`config.mk`:
```
export PLATFORM = sky130hd
export DESIGN_NAME = arbiter_round_robin_ack
export DESIGN_NICKNAME = d
export VERILOG_FILES = /design/src/rtl/arbiter_pkg.sv /design/src/rtl/arbiter_rr_mask_pe.sv /design/src/rtl/arbiter_round_robin_ack.sv
export SDC_FILE = /design/constraint.sdc
export NUM_CORES = 1
export LEC_CHECK = 0
export BUFFER_PORTS_ARGS = -buffer_cell sky130_fd_sc_hd__buf_2
export CAP_MARGIN = 30
export CORE_MARGIN = 2
export CORE_UTILIZATION = 50
export DETAILED_ROUTE_END_ITERATION = 8
export PLACE_DENSITY_LB_ADDON = 0.05
export SETUP_SLACK_MARGIN = 0.1
export SLEW_MARGIN = 20
export SYNTH_ARGS = -nofsm -noshare
export SYNTH_HDL_FRONTEND = slang
export SYNTH_HIERARCHICAL = 1
export SYNTH_SLANG_ARGS = --single-unit
```
`constraint.sdc`:
```
create_clock -name i_clk -period 1.8 [get_ports i_clk]
set_input_delay 0.27 -clock i_clk [delete_from_list [all_inputs] [get_ports i_clk]]
set_output_delay 0.27 -clock i_clk [all_outputs]
set_load 0.05 [all_outputs]
```
`src/rtl/arbiter_pkg.sv`:
```
// Shared definitions for the round-robin arbiter family: FSM states, client
// limit and the one-hot to binary encoder used for the grant ID.
package arbiter_pkg;

  localparam int ARB_MAX_CLIENTS = 32;

  typedef enum logic [0:0] {
    ARB_IDLE  = 1'b0,
    ARB_GRANT = 1'b1
  } arb_state_t;

  // OR-combining the indices of set bits is exact for a one-hot input.
  function automatic int unsigned onehot_to_bin(input logic [ARB_MAX_CLIENTS-1:0] onehot);
    int unsigned idx;
    idx = 0;
    for (int i = 0; i < ARB_MAX_CLIENTS; i++) begin
      if (onehot[i]) begin
        idx = idx | unsigned'(i);
      end
    end
    return idx;
  endfunction

endpackage

```
`src/rtl/arbiter_rr_mask_pe.sv`:
```
// Combinational round-robin picker: lowest request at or above i_ptr,
// wrapping to the lowest request overall when none sit above the pointer.
module arbiter_rr_mask_pe
  import arbiter_pkg::*;
#(
  parameter  int CLIENTS = 4,
  localparam int N       = $clog2(CLIENTS)
) (
  input  logic [CLIENTS-1:0] i_req,
  input  logic [N-1:0]       i_ptr,
  output logic [CLIENTS-1:0] o_win,
  output logic [N-1:0]       o_win_id,
  output logic               o_any_req
);

  logic [CLIENTS-1:0] w_masked;
  logic [CLIENTS-1:0] w_search;
  logic [CLIENTS-1:0] w_win;

  always_comb begin
    w_masked = '0;
    for (int i = 0; i < CLIENTS; i++) begin
      w_masked[i] = i_req[i] && (i >= int'(i_ptr));
    end
    w_search = (|w_masked) ? w_masked : i_req;
    // Scanning downward leaves the lowest set bit as the final winner.
    w_win = '0;
    for (int i = CLIENTS - 1; i >= 0; i--) begin
      if (w_search[i]) begin
        w_win    = '0;
        w_win[i] = 1'b1;
      end
    end
  end

  assign o_win     = w_win;
  assign o_win_id  = N'(onehot_to_bin(ARB_MAX_CLIENTS'(w_win)));
  assign o_any_req = |i_req;

endmodule

```
`src/rtl/arbiter_round_robin_ack.sv`:
```
// Round-robin arbiter with a registered one-hot grant that is held until the
// winner acknowledges it, or pulsed for one cycle when acks are not used.
module arbiter_round_robin_ack
  import arbiter_pkg::*;
#(
  parameter  int CLIENTS      = 4,
  parameter  bit WAIT_GNT_ACK = 1'b1,
  localparam int N            = $clog2(CLIENTS)
) (
  input  logic               i_clk,
  input  logic               i_rst,
  input  logic               i_block_arb,
  input  logic [CLIENTS-1:0] i_req,
  input  logic [CLIENTS-1:0] i_gnt_ack,
  output logic               o_gnt_valid,
  output logic [CLIENTS-1:0] o_gnt,
  output logic [N-1:0]       o_gnt_id
);

  arb_state_t         r_state;
  logic [N-1:0]       r_ptr;
  logic [CLIENTS-1:0] r_gnt;
  logic [N-1:0]       r_gnt_id;
  logic               r_gnt_valid;

  logic [CLIENTS-1:0] w_win;
  logic [N-1:0]       w_win_id;
  logic               w_any_req;
  logic               w_ack;
  logic               w_release;
  logic               w_issue;
  logic [N-1:0]       w_next_ptr;

  arbiter_rr_mask_pe #(
    .CLIENTS (CLIENTS)
  ) u_pick (
    .i_req     (i_req),
    .i_ptr     (r_ptr),
    .o_win     (w_win),
    .o_win_id  (w_win_id),
    .o_any_req (w_any_req)
  );

  // A slot opens when idle, when the current winner acks, or every cycle
  // in pulse mode; only then are block_arb and the requests looked at.
  always_comb begin
    w_ack      = (r_state == ARB_GRANT) && i_gnt_ack[r_gnt_id];
    w_release  = !WAIT_GNT_ACK || (r_state == ARB_IDLE) || w_ack;
    w_issue    = w_release && !i_block_arb && w_any_req;
    w_next_ptr = (w_win_id == N'(CLIENTS - 1)) ? '0 : w_win_id + N'(1);
  end

  always_ff @(posedge i_clk) begin
    if (i_rst) begin
      r_state     <= ARB_IDLE;
      r_ptr       <= '0;
      r_gnt       <= '0;
      r_gnt_id    <= '0;
      r_gnt_valid <= 1'b0;
    end else if (w_issue) begin
      r_state     <= ARB_GRANT;
      r_ptr       <= w_next_ptr;
      r_gnt       <= w_win;
      r_gnt_id    <= w_win_id;
      r_gnt_valid <= 1'b1;
    end else if (w_release) begin
      r_state     <= ARB_IDLE;
      r_gnt       <= '0;
      r_gnt_id    <= '0;
      r_gnt_valid <= 1'b0;
    end
  end

  assign o_gnt_valid = r_gnt_valid;
  assign o_gnt       = r_gnt;
  assign o_gnt_id    = r_gnt_id;

endmodule
```
; ---- Word level (Yosys, flattened, before mapping)
; Cells that the tools add are included.
[totals]
reg_bits = 9
output_inout_bits = 7
word_cells = 39
[op_classes]
n_addsub = 1
magnitude_cmp = 4
eq_ne = 1
muxes = 17
n_bitwise = 1
reduce_logical = 11
[ops]
columns = op, count
row1 = 4-bit 2-to-1 mux, 6
row2 = 2-bit 2-to-1 mux, 5
row3 = 4-bit OR reduction, 2
row4 = 1-bit logical AND, 6
row5 = 1-bit by 2-bit >= comparator with 1-bit output (first input constant), 2
row6 = 1-bit 2-to-1 mux, 4
row7 = 2-bit by 3-bit < comparator with 1-bit output (second input constant), 1
row8 = 3-bit 2-to-1 mux, 1
row9 = 2-bit by 1-bit adder with 2-bit output (second input constant), 1
row10 = 1-bit binary-select mux with 2-bit select, 1
row11 = 2-bit equality test (second input constant), 1
row12 = 2-bit >= comparator (first input constant), 1
row13 = 2-bit nonzero test, 1
row14 = 1-bit zero test, 1
row15 = 1-bit logical OR, 1
row16 = 1-bit NOT, 1

; ---- Longest topological paths before layout
[logic_depth]
word_depth = 12
ltp_mapped = 8
mapped_depth_nobuf = 6

; ---- Cells and area by module
; The synthesis kept the hierarchy.
[by_module_without_submodules]
columns = mod, instances, cells_per_inst, area_each_um2, seq_area_each_um2
row1 = arbiter_round_robin_ack, 1, 49, 441.7, 180.2
row2 = arbiter_rr_mask_pe, 1, 33, 227.7, 0.0

; ---- Worst setup path after synthesis
; Ideal clock, no wire load.
[synth_path]
path_type = flip-flop to flip-flop
from = reg r_gnt_id[0], in the netlist o_gnt_id[0]
to = reg r_ptr[1]
arrival_ns = 1.491
path_slack_ns = 0.182
path_stages_with_launch = 5
path_buffers = 0
synth_period_minus_slack_ns = 1.618
cell_sequence = dfxtp_1 -> mux2_4 -> o221ai_2 -> mux2i_1 -> nor2_1
[synth_via]
elab_chain_len = 6
[synth_lines]
columns = item, line
row1 = start: declaration, arbiter_round_robin_ack.sv:23  ; logic [N-1:0] r_gnt_id;
row2 = start signal: assignment, arbiter_round_robin_ack.sv:64  ; r_gnt_id <= w_win_id;
row3 = 1-bit binary-select mux with 2-bit select, arbiter_round_robin_ack.sv:47  ; w_ack = (r_state == ARB_GRANT) && i_gnt_ack[r_gnt_id];
row4 = 1-bit 2-to-1 mux (implied by the code), arbiter_round_robin_ack.sv:47
row5 = 1-bit logical AND, arbiter_round_robin_ack.sv:47
row6 = 1-bit logical OR, arbiter_round_robin_ack.sv:48  ; w_release = !WAIT_GNT_ACK || (r_state == ARB_IDLE) || w_ack;
row7 = 1-bit logical AND (2 in a row), arbiter_round_robin_ack.sv:49  ; w_issue = w_release && !i_block_arb && w_any_req;
row8 = end signal: assignment, arbiter_round_robin_ack.sv:62  ; r_ptr <= w_next_ptr;
row9 = end: declaration, arbiter_round_robin_ack.sv:21  ; logic [N-1:0] r_ptr;
; Every way passes these cells. The select of a mux whose other input is x is not followed.
; A chain may end at the register's enable or synchronous reset.

; ---- Final worst setup path
[layout_path]
from = reg r_ptr[1]
to = reg r_ptr[1]
[layout_via]
elab_chain_len = 12
[layout_lines]
columns = item, line
row1 = 1-bit by 2-bit >= comparator with 1-bit output or 2-bit >= comparator (tied branches), arbiter_rr_mask_pe.sv:23  ; w_masked[i] = i_req[i] && (i >= int'(i_ptr));
row2 = 1-bit logical AND, arbiter_rr_mask_pe.sv:23
row3 = 4-bit OR reduction, arbiter_rr_mask_pe.sv:25  ; w_search = (|w_masked) ? w_masked : i_req;
row4 = 3-bit 2-to-1 mux *, arbiter_rr_mask_pe.sv:25
row5 = 4-bit 2-to-1 mux (2 in a row), arbiter_rr_mask_pe.sv:29  ; if (w_search[i]) begin
row6 = 4-bit 2-to-1 mux *, arbiter_rr_mask_pe.sv:29
row7 = 1-bit 2-to-1 mux, arbiter_pkg.sv:17  ; if (onehot[i]) begin
row8 = 2-bit 2-to-1 mux, arbiter_pkg.sv:17
row9 = 2-bit 2-to-1 mux *, arbiter_pkg.sv:17
row10 = named net w_win_id[0], arbiter_round_robin_ack.sv:27  ; logic [N-1:0] w_win_id;
row11 = 2-bit by 1-bit adder with 2-bit output or 2-bit equality test (tied branches), arbiter_round_robin_ack.sv:50  ; w_next_ptr = (w_win_id == N'(CLIENTS - 1)) ? '0 : w_win_id + N'(1);
row12 = 2-bit 2-to-1 mux *, arbiter_round_robin_ack.sv:50
row13 = named net w_next_ptr[1], arbiter_round_robin_ack.sv:32  ; logic [N-1:0] w_next_ptr;
; Mark *: on every way through the listed nets, which the timed path passes. The rest lies on a longest branch.

==> qor.csv <==
metric;value;unit
syn_avg_cell_area;8.16;µm²
io_pins;18;
ys.flop_type;dfxtp_1;
rsz0062_at_grt;false;
die_y;40.6;µm
worst_path_most_repeated_cell;mux2i_1;
switching_share;0.334;
pwr-share-clk;0.271;
hold_path.class;in2reg;
synth_async_sr_flop_share;0;
maxSlewViolCount;0;
syn_area;669;µm²
die_x;40.6;µm
slowest_delay;0.49;ns
synth_top_cell_area_share;0.269;
gp_congestion;0.816;
gr-usage-all-layers;0.180;
p_sw;188;µW
ir_drop;0.418;mV
synth_edf_count;0;
antenna_found_initial;0;
r2r-start;r_ptr[1]$_SDFFE_PP0P_;
ys_seq_area_frac;0.269;
hold_violations;0;
worst_path_max_delay_cell;dfxtp_1;
wl;1370;µm
grt_pass1_wl;1970;µm
fin_skew;0.00847;ns
rows;13;
worst_setup_path_start_kind;flip-flop;
synth_nets;94;
outcome;finished, final reports clean;
numPortBuffers;17;
finalWorstSetupSlack;0.209;ns
cts_resized;0;
hp-start;i_rst;
critical_path.startpoint;r_ptr[1]$_SDFFE_PP0P_;
diodes;0;
drive_above_1_share;0.343;
yosysTopAreaCell;dfxtp_1;
grt_pass1_vias;488;
total_leakage_power;0.000328;µW
p_int;376;µW
placed_cells;110;
tightestPinTransition;0.393;ns
core_area;0.00127;mm²
yosysMostFrequentCell;nand2_1;
synth-warning-count;6;
area_growth_syn_to_layout;13.8;%
min_period_over_period;0.884;
routed_via_density;5.41;
crit_required;1.95;ns
post-route-min-period;1.59;ns
fin_setup_tns;0;ns
synthTopCellsByCount;12 x nand2_1, 9 x a21oi_1, 9 x dfxtp_1, 9 x nor2_1, 5 x or2_1;
post-route-drc-count;0;
synth_cell_types;32;
regToRegSetupSlack;0.21;ns
antenna_left;0;
syn_inst;82;
hpwl;1020;µm
dpl_cell_area;736;µm²
dr.pass1.iters;4;
cts_buffers;3;
cts.reportedPaths.clkPinSlew;0.07;ns
routed-via-count;617;
initial_core_util;0.528;
synth_area_leaders;dfxtp_1 27%, a21oi_1 6.7%, nand2_1 6.7%;
finalNonFillerCells;114;
seqPwrFrac;0.401;
crit_type;reg2reg;
wl_per_cell;12.0;µm
max_freq;629;MHz
power_density;740;mW/mm²
drv_cap;0;
cts_tree;done;
setup_viol;0;
setup.worst_path.end_class;flip-flop;
htree_levels;1;
clock_sinks;9;
cp_max_fo;8;
fin_area;762;µm²
ctsLongestPathBuffers;2;
dr.first_iter.drc_count;18;
crit_chain;mux2i_1 > o22ai_1 > a21oi_1 > ha_1 > mux2i_1 > nor2_1;
ctsRootBufferMaster;clkbuf_4;
max_slew_margin;0.738;
combPwrFrac;0.328;
grt_overflow;0;
ys_ff_latch;9;
grt_max_degree;12;
worstPathArrival;1.74;ns
preCtsSetupSlack;0.228;ns
cts_setup_buffers;0;
die-area;0.00165;mm²
clock_latency;0.25;ns
hold_buffers;0;
fin_nets;112;
-- cell families after synthesis --
logic type                 share of synthesized area
DFF                                            0.269
and+or+nand+nor                                0.221
AOI/OAI and AO/OA                              0.310
buffers and inverters                          0.107
muxes                                         0.0748
adders and majority gates                     0.0187
-- metal layers --
metal	global-route usage	wire length, µm
met1	0.225	667
met2	0.310	641
met3	0.0667	59
met4	0	0
met5	0	0
-- power by group through the flow --
| stage | sequential (µW) | combinational, µW | clock (µW) |
|---|---|---|---|
| after floorplan | 256 | 125 | 0 |
| after global placement | 230 | 181 | 0 |
| after detailed placement | 231 | 184 | 0 |
| after CTS | 226 | 185 | 157 |
| after global routing | 228 | 202 | 169 |
| final | 226 | 185 | 153 |
-- path summary, 6_finish.rpt --
kind	end	cells after the start
max	r_ptr[1]$_SDFFE_PP0P_	6
min	o_gnt_id[1]$_SDFFE_PP0P_	2
max reg2reg	r_ptr[1]$_SDFFE_PP0P_	6
min reg2reg	o_gnt[3]$_SDFFE_PP0P_	2
-- final cells by class --
cell class                 instances  area, µm²
fill                             126        507
timing repair buffer              20        108
multi-input combinational         63        418
inverter                           3       11.3
tap                               15       18.8
sequential                         9        180
clock buffer                       4       26.3
-- critical path, delay by kind of cell, from the launching register on --
kind                       cells  cell delay [ns]
DFF                            1             0.49
muxes                          2             0.36
AOI/OAI and AO/OA              2             0.31
adders and majority gates      1             0.27
and+or+nand+nor                1             0.05
-- placed cells by master, fill, tap and decap left out --
cell type,n
nor2b_1,2
or2b_2,1
buf_4,3
o21a_1,1
o2bb2ai_1,1
ha_1,1
inv_1,2
o21bai_1,1
o22ai_1,1
o41ai_1,1
o22ai_2,1
mux2_4,2
o221a_2,2
o2bb2a_4,1
dfxtp_1,9
nand3b_1,1
o211ai_1,1
inv_2,1
nand2_1,12
buf_2,17
o221ai_2,1
a22oi_1,1
or2_1,5
a21oi_1,9
a21oi_2,1
mux2i_1,2
clkbuf_1,1
and2b_2,1
o21ai_0,2
clkbuf_4,3
o21ai_1,1
nor2_1,9
a21boi_0,2
-- state kept, by name (all words and copies together), names as in the netlist --
name,cells
o_gnt,4
o_gnt_id,2
r_ptr,2
o_gnt_valid,1
-- through the flow --
step	power (µW)	hold WS (ns)	util
after CTS	569	0.300	0.601
after global routing	599	0.312	0.601
after global placement	411	0.437	0.580
after detailed placement	415	0.442	0.580
final	564	0.300	0.601
after floorplan	381	0.519	-
Note: power is estimated with default switching activity, not from simulation.
